`src/rtl/ifetch_buffer_if.sv`:
```
// Fetch-stage bus bundle: PC-register handshake, instruction-memory port and
// decode handshake. The fetch buffer uses the master view. The PC register,
// memory and decode side use the slave view.
interface ifetch_buffer_if;
  logic [31:0] pc_in;
  logic        pc_ena;
  logic        flush;
  logic        imem_req;
  logic [31:0] imem_addr;
  logic        imem_ready;
  logic        imem_rvalid;
  logic [31:0] imem_rdata;
  logic        inst_valid;
  logic        inst_ready;
  logic [31:0] inst;
  logic [31:0] inst_pc;

  modport master (
    input  pc_in, flush, imem_ready, imem_rvalid, imem_rdata, inst_ready,
    output pc_ena, imem_req, imem_addr, inst_valid, inst, inst_pc
  );

  modport slave (
    output pc_in, flush, imem_ready, imem_rvalid, imem_rdata, inst_ready,
    input  pc_ena, imem_req, imem_addr, inst_valid, inst, inst_pc
  );
endinterface

```
`src/rtl/ifetch_buffer.sv`:
```
// Instruction-fetch buffer. It issues in-order fetches at the current PC and
// queues the returned words with their PC in a DEPTH-entry circular buffer.
// Buffered words are handed to decode under valid/ready. A flush throws away
// everything buffered and discards responses that are still in flight.
module ifetch_buffer #(
  parameter int unsigned DEPTH    = 2,
  parameter logic [31:0] RESET_PC = 32'h0040_0000
) (
  input logic             clk,
  input logic             rst,
  ifetch_buffer_if.master bus
);
  localparam int unsigned PW = $clog2(DEPTH);
  localparam int unsigned CW = $clog2(DEPTH + 1);

  typedef enum logic [1:0] {
    S_INIT,
    S_RUN,
    S_DRAIN
  } state_e;

  state_e           state_q, state_d;
  logic [PW-1:0]    alloc_ptr_q, fill_ptr_q, rd_ptr_q;
  logic [CW-1:0]    used_q, used_d;
  logic [CW-1:0]    inflight_q, inflight_d;
  logic [CW-1:0]    drop_q, drop_d;
  logic [DEPTH-1:0] filled_q, filled_d;
  logic             seen_q;
  logic [31:0]      last_inst_q;
  logic [31:0]      pc_mem   [DEPTH];
  logic [31:0]      word_mem [DEPTH];

  logic req, accept, head_valid, pop, fill;

  // Handshake decode for this cycle; flush suppresses every transfer.
  always_comb begin
    req        = (state_q == S_RUN) && !bus.flush && (used_q < CW'(DEPTH));
    accept     = req && bus.imem_ready;
    head_valid = filled_q[rd_ptr_q];
    pop        = head_valid && bus.inst_ready && !bus.flush;
    fill       = (state_q == S_RUN) && !bus.flush && bus.imem_rvalid;
  end

  // Next occupancy, stale-response count, filled bits and state.
  always_comb begin
    // NOTE: every target gets a default first so no path through this block infers a latch.
    used_d     = used_q;
    inflight_d = inflight_q;
    drop_d     = drop_q;
    filled_d   = filled_q;
    state_d    = state_q;
    if (bus.flush) begin
      used_d     = '0;
      inflight_d = '0;
      filled_d   = '0;
      // Drain already under way: nothing new is in flight, so only this cycle's response counts.
      if (state_q == S_DRAIN) begin
        drop_d = (bus.imem_rvalid && drop_q != '0) ? drop_q - CW'(1) : drop_q;
      end else begin
        drop_d = (bus.imem_rvalid && inflight_q != '0) ? inflight_q - CW'(1) : inflight_q;
      end
      state_d = (drop_d != '0) ? S_DRAIN : S_RUN;
    end else begin
      case (state_q)
        S_INIT:  state_d = S_RUN;
        S_DRAIN: begin
          if (bus.imem_rvalid && drop_q != '0) drop_d = drop_q - CW'(1);
          if (drop_d == '0) state_d = S_RUN;
        end
        default: state_d = S_RUN;
      endcase
      if (accept) filled_d[alloc_ptr_q] = 1'b0;
      if (fill)   filled_d[fill_ptr_q]  = 1'b1;
      if (pop)    filled_d[rd_ptr_q]    = 1'b0;
      used_d     = used_q + CW'(accept) - CW'(pop);
      inflight_d = inflight_q + CW'(accept) - CW'(fill && inflight_q != '0);
    end
  end

  // Control state: FSM, pointers, counters, filled bits and held head word.
  always_ff @(posedge clk or negedge rst) begin
    if (!rst) begin
      state_q     <= S_INIT;
      alloc_ptr_q <= '0;
      fill_ptr_q  <= '0;
      rd_ptr_q    <= '0;
      used_q      <= '0;
      inflight_q  <= '0;
      drop_q      <= '0;
      filled_q    <= '0;
      seen_q      <= 1'b0;
      last_inst_q <= '0;
    end else begin
      // NOTE: non-blocking assignments keep every register reading pre-edge values of the others.
      state_q    <= state_d;
      used_q     <= used_d;
      inflight_q <= inflight_d;
      drop_q     <= drop_d;
      filled_q   <= filled_d;
      if (bus.flush) begin
        alloc_ptr_q <= '0;
        fill_ptr_q  <= '0;
        rd_ptr_q    <= '0;
      end else begin
        if (accept) alloc_ptr_q <= alloc_ptr_q + PW'(1);
        if (fill)   fill_ptr_q  <= fill_ptr_q + PW'(1);
        if (pop)    rd_ptr_q    <= rd_ptr_q + PW'(1);
      end
      if (accept)     seen_q      <= 1'b1;
      if (head_valid) last_inst_q <= word_mem[rd_ptr_q];
    end
  end

  // Slot payload storage, written on accept (pc) and on response (word).
  // NOTE: payloads are qualified by filled/seen flags, so the storage itself carries no reset.
  always_ff @(posedge clk) begin
    if (accept) pc_mem[alloc_ptr_q]  <= bus.pc_in;
    if (fill)   word_mem[fill_ptr_q] <= bus.imem_rdata;
  end

  assign bus.imem_req   = req;
  assign bus.pc_ena     = accept;
  assign bus.imem_addr  = bus.pc_in;
  assign bus.inst_valid = head_valid;
  assign bus.inst       = head_valid ? word_mem[rd_ptr_q] : last_inst_q;
  assign bus.inst_pc    = seen_q ? pc_mem[rd_ptr_q] : RESET_PC;

endmodule

```
`src/flat_wrapper.sv`:
```
// flat-port wrapper written by rule: the top's interface ports become plain ports
module ifetch_buffer_flat 
#(
  parameter int unsigned DEPTH    = 2,
  parameter logic [31:0] RESET_PC = 32'h0040_0000
)
  (clk, rst, bus_pc_in, bus_flush, bus_imem_ready, bus_imem_rvalid, bus_imem_rdata, bus_inst_ready, bus_pc_ena, bus_imem_req, bus_imem_addr, bus_inst_valid, bus_inst, bus_inst_pc);
  ifetch_buffer_if bus_i ();
  input logic clk;
  input logic rst;
  input wire logic [$bits(bus_i.pc_in)-1:0] bus_pc_in;
  input wire logic [$bits(bus_i.flush)-1:0] bus_flush;
  input wire logic [$bits(bus_i.imem_ready)-1:0] bus_imem_ready;
  input wire logic [$bits(bus_i.imem_rvalid)-1:0] bus_imem_rvalid;
  input wire logic [$bits(bus_i.imem_rdata)-1:0] bus_imem_rdata;
  input wire logic [$bits(bus_i.inst_ready)-1:0] bus_inst_ready;
  output wire logic [$bits(bus_i.pc_ena)-1:0] bus_pc_ena;
  output wire logic [$bits(bus_i.imem_req)-1:0] bus_imem_req;
  output wire logic [$bits(bus_i.imem_addr)-1:0] bus_imem_addr;
  output wire logic [$bits(bus_i.inst_valid)-1:0] bus_inst_valid;
  output wire logic [$bits(bus_i.inst)-1:0] bus_inst;
  output wire logic [$bits(bus_i.inst_pc)-1:0] bus_inst_pc;
  assign bus_i.pc_in = bus_pc_in;
  assign bus_i.flush = bus_flush;
  assign bus_i.imem_ready = bus_imem_ready;
  assign bus_i.imem_rvalid = bus_imem_rvalid;
  assign bus_i.imem_rdata = bus_imem_rdata;
  assign bus_i.inst_ready = bus_inst_ready;
  assign bus_pc_ena = bus_i.pc_ena;
  assign bus_imem_req = bus_i.imem_req;
  assign bus_imem_addr = bus_i.imem_addr;
  assign bus_inst_valid = bus_i.inst_valid;
  assign bus_inst = bus_i.inst;
  assign bus_inst_pc = bus_i.inst_pc;
  ifetch_buffer #(.DEPTH(DEPTH), .RESET_PC(RESET_PC)) u_core (.clk(clk), .rst(rst), .bus(bus_i));
endmodule
```
`config.mk`:
```
export PLATFORM = sky130hd
export DESIGN_NAME = ifetch_buffer_flat
export DESIGN_NICKNAME = d
export VERILOG_FILES = /design/src/rtl/ifetch_buffer_if.sv /design/src/rtl/ifetch_buffer.sv /design/src/flat_wrapper.sv
export SDC_FILE = /design/constraint.sdc
export NUM_CORES = 1
export LEC_CHECK = 0
export BUFFER_PORTS_ARGS = -buffer_cell sky130_fd_sc_hd__buf_2
export CAP_MARGIN = 40
export CORE_MARGIN = 4
export CORE_UTILIZATION = 35
export CTS_CLUSTER_SIZE = 12
export DETAILED_ROUTE_END_ITERATION = 8
export PLACE_DENSITY = 0.61
export SKIP_CTS_REPAIR_TIMING = 1
export SLEW_MARGIN = 20
export SYNTH_ARGS = -nofsm -noshare
export SYNTH_HDL_FRONTEND = slang
export SYNTH_SLANG_ARGS = --single-unit
```
`constraint.sdc`:
```
create_clock -name clk -period 2.6 [get_ports clk]
set_input_delay 0 -clock clk [delete_from_list [all_inputs] [get_ports clk]]
set_output_delay 0 -clock clk [all_outputs]
set_load 0.02 [all_outputs]
```
==> results of run 1 <==
==> sequential cells by signal (all words and copies together) (netlist names) <==
register and cells:
u_core.fill_ptr_q 1, u_core.seen_q 1, u_core.pc_mem 64, u_core.drop_q 2
u_core.word_mem 64, u_core.used_q 2, u_core.alloc_ptr_q 1, u_core.rd_ptr_q 1
u_core.filled_q 2, u_core.inflight_q 2, u_core.state_q 2, u_core.last_inst_q 32
==> cell type report <==
| class | count | area, um2 |
|---|---|---|
| Fill cell | 1683 | 10350 |
| Sequential cell | 174 | 4999 |
| Timing Repair Buffer | 246 | 1617 |
| Multi-Input combinational cell | 220 | 1578 |
| Clock buffer | 19 | 432.9 |
| Tap cell | 265 | 331.6 |
| Clock inverter | 13 | 102.6 |
| Inverter | 13 | 48.80 |
==> per-layer routing <==
layer / wire (um) / up-vias / global-route usage [%]
li1: - / 2042 / -
met5: 0 / - / 0
met3: 1101 / 11 / 4.966
met4: 114 / 0 / 4.296
met1: 5954 / 2040 / 13.99
met2: 7007 / 149 / 20.48
==> worst min-delay path by stage <==
stage	cells after the start	endpoint	slack, ns	start
global route	4	u_core.fill_ptr_q$_DFFE_PN0P_	0.07	bus_imem_rvalid
finish	4	u_core.fill_ptr_q$_DFFE_PN0P_	0.04	bus_imem_rvalid
detailed placement	1	u_core.last_inst_q[11]$_DFF_PN0_	0.05	rst
global placement	1	u_core.last_inst_q[11]$_DFF_PN0_	0.04	rst
CTS	1	u_core.last_inst_q[11]$_DFF_PN0_	-0.41	rst
floorplan	0	u_core.alloc_ptr_q$_DFFE_PN0P_	-0.30	rst
==> power by group through the flow <==
stage | clock network, uW | logic (uW) | registers [uW]
floorplan | 0 | 1380 | 3700
global placement | 0 | 2060 | 3720
detailed placement | 0 | 2090 | 3750
CTS | 2350 | 2100 | 3700
global route | 2480 | 2370 | 3730
finish | 2270 | 2150 | 3690
==> cell families after synthesis <==
logic type / Yosys count / synth area share (%)
DFF: 174 / 72.11
and+or+nand+nor: 96 / 7.298
muxes: 65 / 9.393
buffers and inverters: 64 / 5.401
AOI/OAI and AO/OA: 47 / 3.956
xor gates and xnor gates: 6 / 0.7588
adders and majority gates: 6 / 1.084
==> cells in the mapped netlist, drive strengths merged, types with 2 or more instances <==
library cell	n
nand2	40
or3	2
nand2b	4
nor2	7
a21oi	3
nor4bb	2
xnor2	3
dfrtp	46
nor2b	34
inv	13
ha	6
xor2	3
o21ai	34
buf	43
mux2i	65
edfxtp	128
clkbuf	8
==> cells in the final DEF, fill, tap and decap left out, types with 2 or more instances in the layout <==
cell type / n
edfxtp_1: 128
nand2b_1: 4
o21ai_0: 34
xor2_1: 3
xnor2_1: 3
clkbuf_1: 2
or3_1: 2
nor4bb_1: 2
nand2_1: 40
nor2_1: 6
dfrtp_1: 45
a21oi_1: 3
clkinv_4: 2
clkbuf_16: 17
clkinv_2: 3
buf_2: 168
clkinvlp_4: 2
inv_1: 13
ha_1: 6
dlygate4sd3_1: 68
inv_6: 5
nor2b_1: 34
mux2i_1: 64
buf_4: 8
==> worst register-to-register path, stage by stage (launching register included) <==
cell and delay [ns]:
dfrtp_1 0.43, or4b_4 0.60, inv_1 0.09, nand2_1 0.11
ha_1 0.30, inv_1 0.05, ha_1 0.14, xor2_1 0.17
xnor2_1 0.14, nor2_1 0.05
==> through the flow <==
step                hold slack (ns)  instance area [um2]  util (%)  setup WS [ns]
finish                      0.03635                 9109     46.80         0.3938
global route                0.06550                 9109     46.80         0.2385
CTS                         -0.4088                 8428     43.30         0.3795
detailed placement          0.04668                 7893     40.55         0.3843
global placement            0.03581                 7878     40.48         0.4240
floorplan                   -0.2956                 6929         -         0.2741
==> impl_metrics.yaml, run 1 <==
cts:
  clk_latency_ns: 0.41
  cts.clk_slew.worst_paths_ns: 0.06
  clock_path_buffers: 2
  ctsHtreeMaxLevel: 4
  ctsRootBufferMaster: "clkbuf_16"
  tritoncts: "yes"
  cts-buffers-inserted: 17
  cts_sinks: 174
yosys:
  yosysUniqueCellTypes: 35
  syn_inst: 458
  syn-num-nets: 534
  yosysTopAreaCell: "edfxtp_1"
  synthArstFlopShare_pct: 26.44
  synth_flop_cell: "edfxtp_1"
  synthTopCellsByArea: "edfxtp_1 (55%), dfrtp_1 (17%), mux2i_1 (9.4%)"
  synth_area_um2: 6927
  yosysTopAreaCellShare_pct: 55.49
  postSynthAreaPerCell_um2: 15.12
  synth_warnings: 0
  ys_seq_elements: 174
  ys_seq_area_share_pct: 72.11
  synth-edff-count: 128
critical_path:
  required_ns: 2.89
  cp_top_family: "simple AND/OR/NAND/NOR gates"
  path_depth: 9
  end_kind: "flip-flop"
  crit_slowest_cell: "or4b_4"
  crit_type: "flip-flop to flip-flop"
  crit_path_max_incr_delay_ns: 0.60
  startpoint: "u_core.state_q[1]$_DFFE_PN0P_"
  ff2ff_path_depth: 9
  path_buf_inv: 2
  path_max_fanout: 6
  r2r_setup_slack_ns: 0.39
  crit_chain: "or4b_4, inv_1, nand2_1, ha_1, inv_1, ha_1, xor2_1, xnor2_1, nor2_1"
  critPathLaunchType: "flip-flop"
  crit_end: "u_core.inflight_q[1]$_DFF_PN0_"
  rr_startpoint: "u_core.state_q[1]$_DFFE_PN0P_"
  arrival_ns: 2.50
  r2r_end: "u_core.inflight_q[1]$_DFF_PN0_"
global_routing:
  antenna_found_initial: 0
  grt_max_degree: 66
  grt_pass1_wl_um: 20720
  gr-usage-all-layers_pct: 12.14
  grt-ovfl-total: 0
  grt_pass1_vias: 4104
sta:
  skew_ns: 0.01059
  finalHoldViolCount: 0
  min_period_ns: 2.206
  maxSlewHeadroom_pct: 59.54
  tightest_slew_ns: 0.6068
  fin_crit_sh_pct: 84.85
  finalSetupViolCount: 0
  maxClockFrequency_mhz: 453.3
  maxSlewViolCount: 0
  fin_tns_setup_ns: 0
  grt_setup_unrepaired: "false"
power:
  power_switching_uw: 2585
  power.density_nw_per_um2: 890.7
  leakage_uw: 0.003636
  p_total_uw: 8113
  pwr-share-clk_pct: 28.0
  ir_drop_mv: 0.6626
  power_frac_comb_pct: 26.5
  seqPwrFrac_pct: 45.5
  intPower_uw: 5529
  switching_share_pct: 31.86
place:
  placedCellCount: 850
  gp_congestion: 0.7349
  numPortBuffers: 168
  post-dp-hpwl_um: 9194
drt:
  ant_nets: 0
  drtPass1Iterations: 6
  vias: 4242
  wl_um: 14180
  wire_per_inst_um: 14.93
  route.detailed.drc: 0
  via_per_inst: 4.465
  drt_iter0_markers: 167
floorplanning:
  core_um2: 19460
  dieArea_um2: 22110
  rows: 51
  initial_utilization_pct: 35.59
  die_w_um: 148.7
  io_pins: 169
  dieHeight_um: 148.7
finish:
  nNetsFinal: 748
  layout-drive-gt1-share_pct: 31.53
  areaGrowthSynthToFinish_pct: 31.50
  antenna_cells: 0
  instances_no_fill: 950
flow_run:
  drv_cap: 0
hold_path:
  holdCritPathClass: "primary input to flip-flop"
status:
  status: "finished clean"
Note: power is estimated with default switching activity, not from simulation.
==> inputs of run 2 (changes only) <==
Clock period 2.6 ns to 1.78 ns, I/O delays scaled along.
==> impl_metrics.yaml, run 2 (synthesis results as in run 1) <==
cts:
  cts-buffers-inserted: 17
  cts_sinks: 174
  tritoncts: "yes"
  ctsRootBufferMaster: "clkbuf_16"
  clk_latency_ns: 0.44
  clock_path_buffers: 2
  cts.clk_slew.worst_paths_ns: 0.07
  ctsHtreeMaxLevel: 4
hold_path:
  hold_depth: 4
  holdPathEnd: "u_core.seen_q$_DFFE_PN0N_"
  holdCritPathClass: "primary input to flip-flop"
  hold_start: "bus_imem_ready"
drt:
  ant_nets: 0
  drtPass1Iterations: 5
  vias: 4777
  route.detailed.drc: 0
  drt_iter0_markers: 211
  wl_um: 19070
  wire_per_inst_um: 18.65
  via_per_inst: 4.670
global_routing:
  grt-ovfl-total: 0
  antenna_found_initial: 0
  grt_pass1_wl_um: 21900
  grt_pass1_vias: 4309
  gr-usage-all-layers_pct: 12.85
  grt_max_degree: 68
floorplanning:
  core_um2: 19460
  io_pins: 169
  dieHeight_um: 148.7
  initial_utilization_pct: 35.59
  dieArea_um2: 22110
  die_w_um: 148.7
  rows: 51
power:
  leakage_uw: 0.004399
  power.density_nw_per_um2: 1344
  ir_drop_mv: 1.057
critical_path:
  path_max_fanout: 6
  crit_top_cell: "buf_4"
  crit_path_max_incr_delay_ns: 0.57
  r2r_setup_slack_ns: -0.24
  critPathLaunchType: "flip-flop"
  required_ns: 1.93
  rr_startpoint: "u_core.state_q[1]$_DFFE_PN0P_"
  crit_slowest_cell: "or4b_4"
  end_kind: "flip-flop"
  ff2ff_path_depth: 5
  crit_chain: "or4b_4, buf_4, buf_6, nor2_4, buf_4"
  crit_type: "flip-flop to flip-flop"
  r2r_end: "u_core.pc_mem[1][3]$_DFFE_PP_"
  arrival_ns: 2.16
sta:
  maxSlewViolCount: 0
  tightest_slew_ns: 0.4481
  finalSetupViolCount: 113
  maxSlewHeadroom_pct: 69.72
  skew_ns: 0.01111
  grt_setup_unrepaired: "true"
  min_period_ns: 2.017
  maxClockFrequency_mhz: 495.8
  worst_slack_ns: -0.2371
  fin_crit_sh_pct: 113.3
  finalHoldViolCount: 0
place:
  placedCellCount: 871
  numPortBuffers: 168
  post-dp-hpwl_um: 9751
  gp_congestion: 0.7800
finish:
  top_regs: "u_core.pc_mem: 64 flops, u_core.word_mem: 64 flops, u_core.last_inst_q: 32 flops"
  instances_no_fill: 1023
  areaGrowthSynthToFinish_pct: 61.04
  antenna_cells: 0
  layout-drive-gt1-share_pct: 50.66
  nNetsFinal: 821
  postLayoutCoreUtil_pct: 57.31
  final_cell_mix: "edfxtp_1 (128), buf_2 (102), buf_4 (68), dlygate4sd3_1 (66), buf_6 (51)"
  final_common_cell: "edfxtp_1"
status:
  status: "finished, violations left"
  violations: "setup timing"
flow_run:
  drv_cap: 0
run 2: routing by layer:
layer / track usage [%] / routed length (um)
met4: 4.065 / 145
met2: 20.87 / 9767
met3: 5.027 / 1268
met1: 15.86 / 7891
met5: 0 / 0
run 2: critical path, delay by kind of cell (launching register included):
family,cells,cell delay (ns)
flops,1,0.40
buf+inv,3,0.49
simple gates,2,0.83
run 2: how the worst max path moves through the flow:
| stage | end | slack, ns | start |
|---|---|---|---|
| floorplan | u_core.pc_mem[0][0]$_DFFE_PP_ | -0.28 | u_core.state_q[1]$_DFFE_PN0P_ |
| global placement | u_core.inflight_q[1]$_DFF_PN0_ | -0.21 | u_core.state_q[1]$_DFFE_PN0P_ |
| detailed placement | u_core.inflight_q[1]$_DFF_PN0_ | -0.24 | u_core.state_q[1]$_DFFE_PN0P_ |
| CTS | bus_inst[13] | -0.31 | u_core.rd_ptr_q$_DFFE_PN0P_ |
| global route | u_core.inflight_q[1]$_DFF_PN0_ | -0.33 | u_core.state_q[1]$_DFFE_PN0P_ |
| finish | u_core.pc_mem[1][3]$_DFFE_PP_ | -0.24 | u_core.state_q[1]$_DFFE_PN0P_ |
run 2: stage by stage:
stage | setup slack (ns) | setup TNS, ns | total power, uW | cell area [um2] | hold WS (ns)
floorplan | -0.2777 | -12.59 | 7502 | 7019 | -0.2956
global placement | -0.2064 | -4.072 | 8735 | 8214 | -0.03373
detailed placement | -0.2415 | -4.760 | 8834 | 8214 | -0.03143
CTS | -0.3121 | -12.28 | 12400 | 8786 | -0.5009
global route | -0.3285 | -25.65 | 15670 | 11150 | -0.005535
finish | -0.2371 | -16.48 | 14990 | 11150 | 0.003471
run 2: cell type report:
cell class / count / area, um2
well taps: 265 / 331.6
flip-flops and latches: 174 / 4999
inverters: 13 / 65.06
clock buffers: 17 / 425.4
repair buffers: 319 / 2974
fillers: 1421 / 8308
multi-input cells: 220 / 2213
clock inverters: 15 / 146.4
run 2: power breakdown:
group / switching [uW] / internal [uW] / leakage [uW]
combinational: 3000 / 2900 / 0.00237
sequential: 357 / 5160 / 0.00175
clock: 1710 / 1860 / 0.000279
==> inputs of run 3 (changes only) <==
Settings changed: HOLD_SLACK_MARGIN set to 0.1, SKIP_CTS_REPAIR_TIMING 1 to not set.
==> impl_metrics.yaml, run 3 (synthesis results as in run 1) <==
status:
  status: "finished, violations left"
  violations: "setup timing"
critical_path:
  required_ns: 2.10
  end_kind: "flip-flop"
  crit_top_cell: "ha_4"
  arrival_ns: 2.29
  crit_chain: "or4b_4, clkinv_4, nand2_4, ha_4, inv_2, ha_4, xor2_2, xnor2_1, nor2_1"
  crit_path_max_incr_delay_ns: 0.55
  crit_type: "flip-flop to flip-flop"
  crit_slowest_cell: "or4b_4"
  path_max_fanout: 3
  critPathLaunchType: "flip-flop"
drt:
  ant_nets: 0
  via_per_inst: 4.662
  wl_um: 18980
  wl_met3_um: 1374
  met2_length_um: 9703
  drt_iter0_markers: 202
  drtPass1Iterations: 4
  top_layer_used: "met4"
  route.detailed.drc: 0
  wire_per_inst_um: 18.56
  m1WireLength_um: 7648
  vias: 4769
floorplanning:
  dieHeight_um: 148.7
  core_um2: 19460
  dieArea_um2: 22110
  die_w_um: 148.7
  rows: 51
  io_pins: 169
  initial_utilization_pct: 35.59
cts:
  cts_hold_buf: 70
  cts-buffers-inserted: 17
  clock_path_buffers: 2
  tritoncts: "yes"
  ctsHtreeMaxLevel: 4
  cts_sinks: 174
  clk_latency_ns: 0.44
  ctsRootBufferMaster: "clkbuf_16"
  cts.clk_slew.worst_paths_ns: 0.07
finish:
  areaGrowthSynthToFinish_pct: 61.67
  layout-drive-gt1-share_pct: 51.32
  final_cell_area_um2: 11200
  antenna_cells: 0
  instances_no_fill: 1023
  postLayoutCoreUtil_pct: 57.54
  top_regs: "u_core.pc_mem: 64 flops, u_core.word_mem: 64 flops, u_core.last_inst_q: 32 flops"
  final_cell_mix: "edfxtp_1 (128), buf_2 (103), buf_4 (74), dlygate4sd3_1 (70)"
  final_common_cell: "edfxtp_1"
  nNetsFinal: 821
sta:
  maxSlewViolCount: 0
  skew_ns: 0.01208
  maxSlewHeadroom_pct: 69.44
  finalSetupViolCount: 116
  finalHoldViolCount: 0
  hold-worst-slack_ns: 0.004043
  min_period_ns: 1.967
  maxClockFrequency_mhz: 508.4
  grt_setup_unrepaired: "true"
  tightest_slew_ns: 0.4522
  worst_slack_ns: -0.1870
  fin_crit_sh_pct: 110.5
hold_path:
  holdCritPathClass: "primary input to flip-flop"
place:
  gp_congestion: 0.7800
  post-dp-hpwl_um: 9751
  placedCellCount: 871
  dpl_cell_area_um2: 8214
  numPortBuffers: 168
global_routing:
  grt_pass1_vias: 5054
  grt-ovfl-total: 0
  gr-usage-all-layers_pct: 16.65
  grt_pass1_wl_um: 27710
  antenna_found_initial: 0
  grt_max_degree: 33
flow_run:
  drv_cap: 0
power:
  power.density_nw_per_um2: 1358
  p_total_uw: 15210
  leakage_uw: 0.004382
  ir_drop_mv: 1.009
[run 3: cell count changes in the layout (fill, tap and decap cells not counted), sizes merged]
cell | before | now
clkbuf | 28 | 20
buf | 242 | 246
dlygate4sd3 | 66 | 70
[run 3: what timing repair did]
item,in CTS,in global routing
endpoints found under the hold margin,185,3
cloned,14,3
setup buffers,19,18
gates resized for setup,223,87
endpoints found under the setup margin,101,175
pin swaps,22,22
[run 3: final timing paths]
path | startpoint | endpoint | slack (ns) | depth (start not counted)
hold / removal | bus_imem_ready | u_core.seen_q$_DFFE_PN0N_ | 0.004 | 4
setup reg to reg | u_core.state_q[1]$_DFFE_PN0P_ | u_core.inflight_q[1]$_DFF_PN0_ | -0.19 | 9
max in group asynchronous | rst | u_core.last_inst_q[11]$_DFF_PN0_ | 0.85 | 4
min in group asynchronous | rst | u_core.last_inst_q[27]$_DFF_PN0_ | 0.17 | 3
setup / recovery | u_core.state_q[1]$_DFFE_PN0P_ | u_core.inflight_q[1]$_DFF_PN0_ | -0.19 | 9
hold reg to reg | u_core.seen_q$_DFFE_PN0N_ | u_core.seen_q$_DFFE_PN0N_ | 0.48 | 1
[run 3: worst max-delay path: cells and delay by family (launching register included)]
| family | cells | cell delay, ns |
|---|---|---|
| adders and majority gates | 2 | 0.40 |
| xor gates and xnor gates | 2 | 0.31 |
| buffers and inverters | 2 | 0.10 |
| and+or+nand+nor | 3 | 0.66 |
| DFF | 1 | 0.38 |
[run 3: per-stage QoR]
stage	TNS [ns]	setup WS, ns
floorplan	-12.59	-0.2777
global placement	-4.072	-0.2064
detailed placement	-4.760	-0.2415
CTS	-12.97	-0.2237
global route	-19.87	-0.2786
finish	-6.181	-0.1870
[run 3: area by class of cell]
type	instances	area [um2]
clock buffer	17	425.4
clock inverter	15	146.4
fill	1431	8264
inverter	13	67.56
multi-input combinational	220	2305
sequential	174	4999
tap	265	331.6
timing repair buffer	319	2924
[run 3: routing by layer]
metal,up-vias,track usage [%]
met5,-,0
met4,0,5.266
met3,22,5.088
met2,179,27.98
met1,2356,20.68
li1,2212,-
[run 3: where the power goes]
| group | switching, uW | internal [uW] |
|---|---|---|
| clock | 1720 | 1860 |
| combinational | 3050 | 3000 |
| sequential | 413 | 5160 |
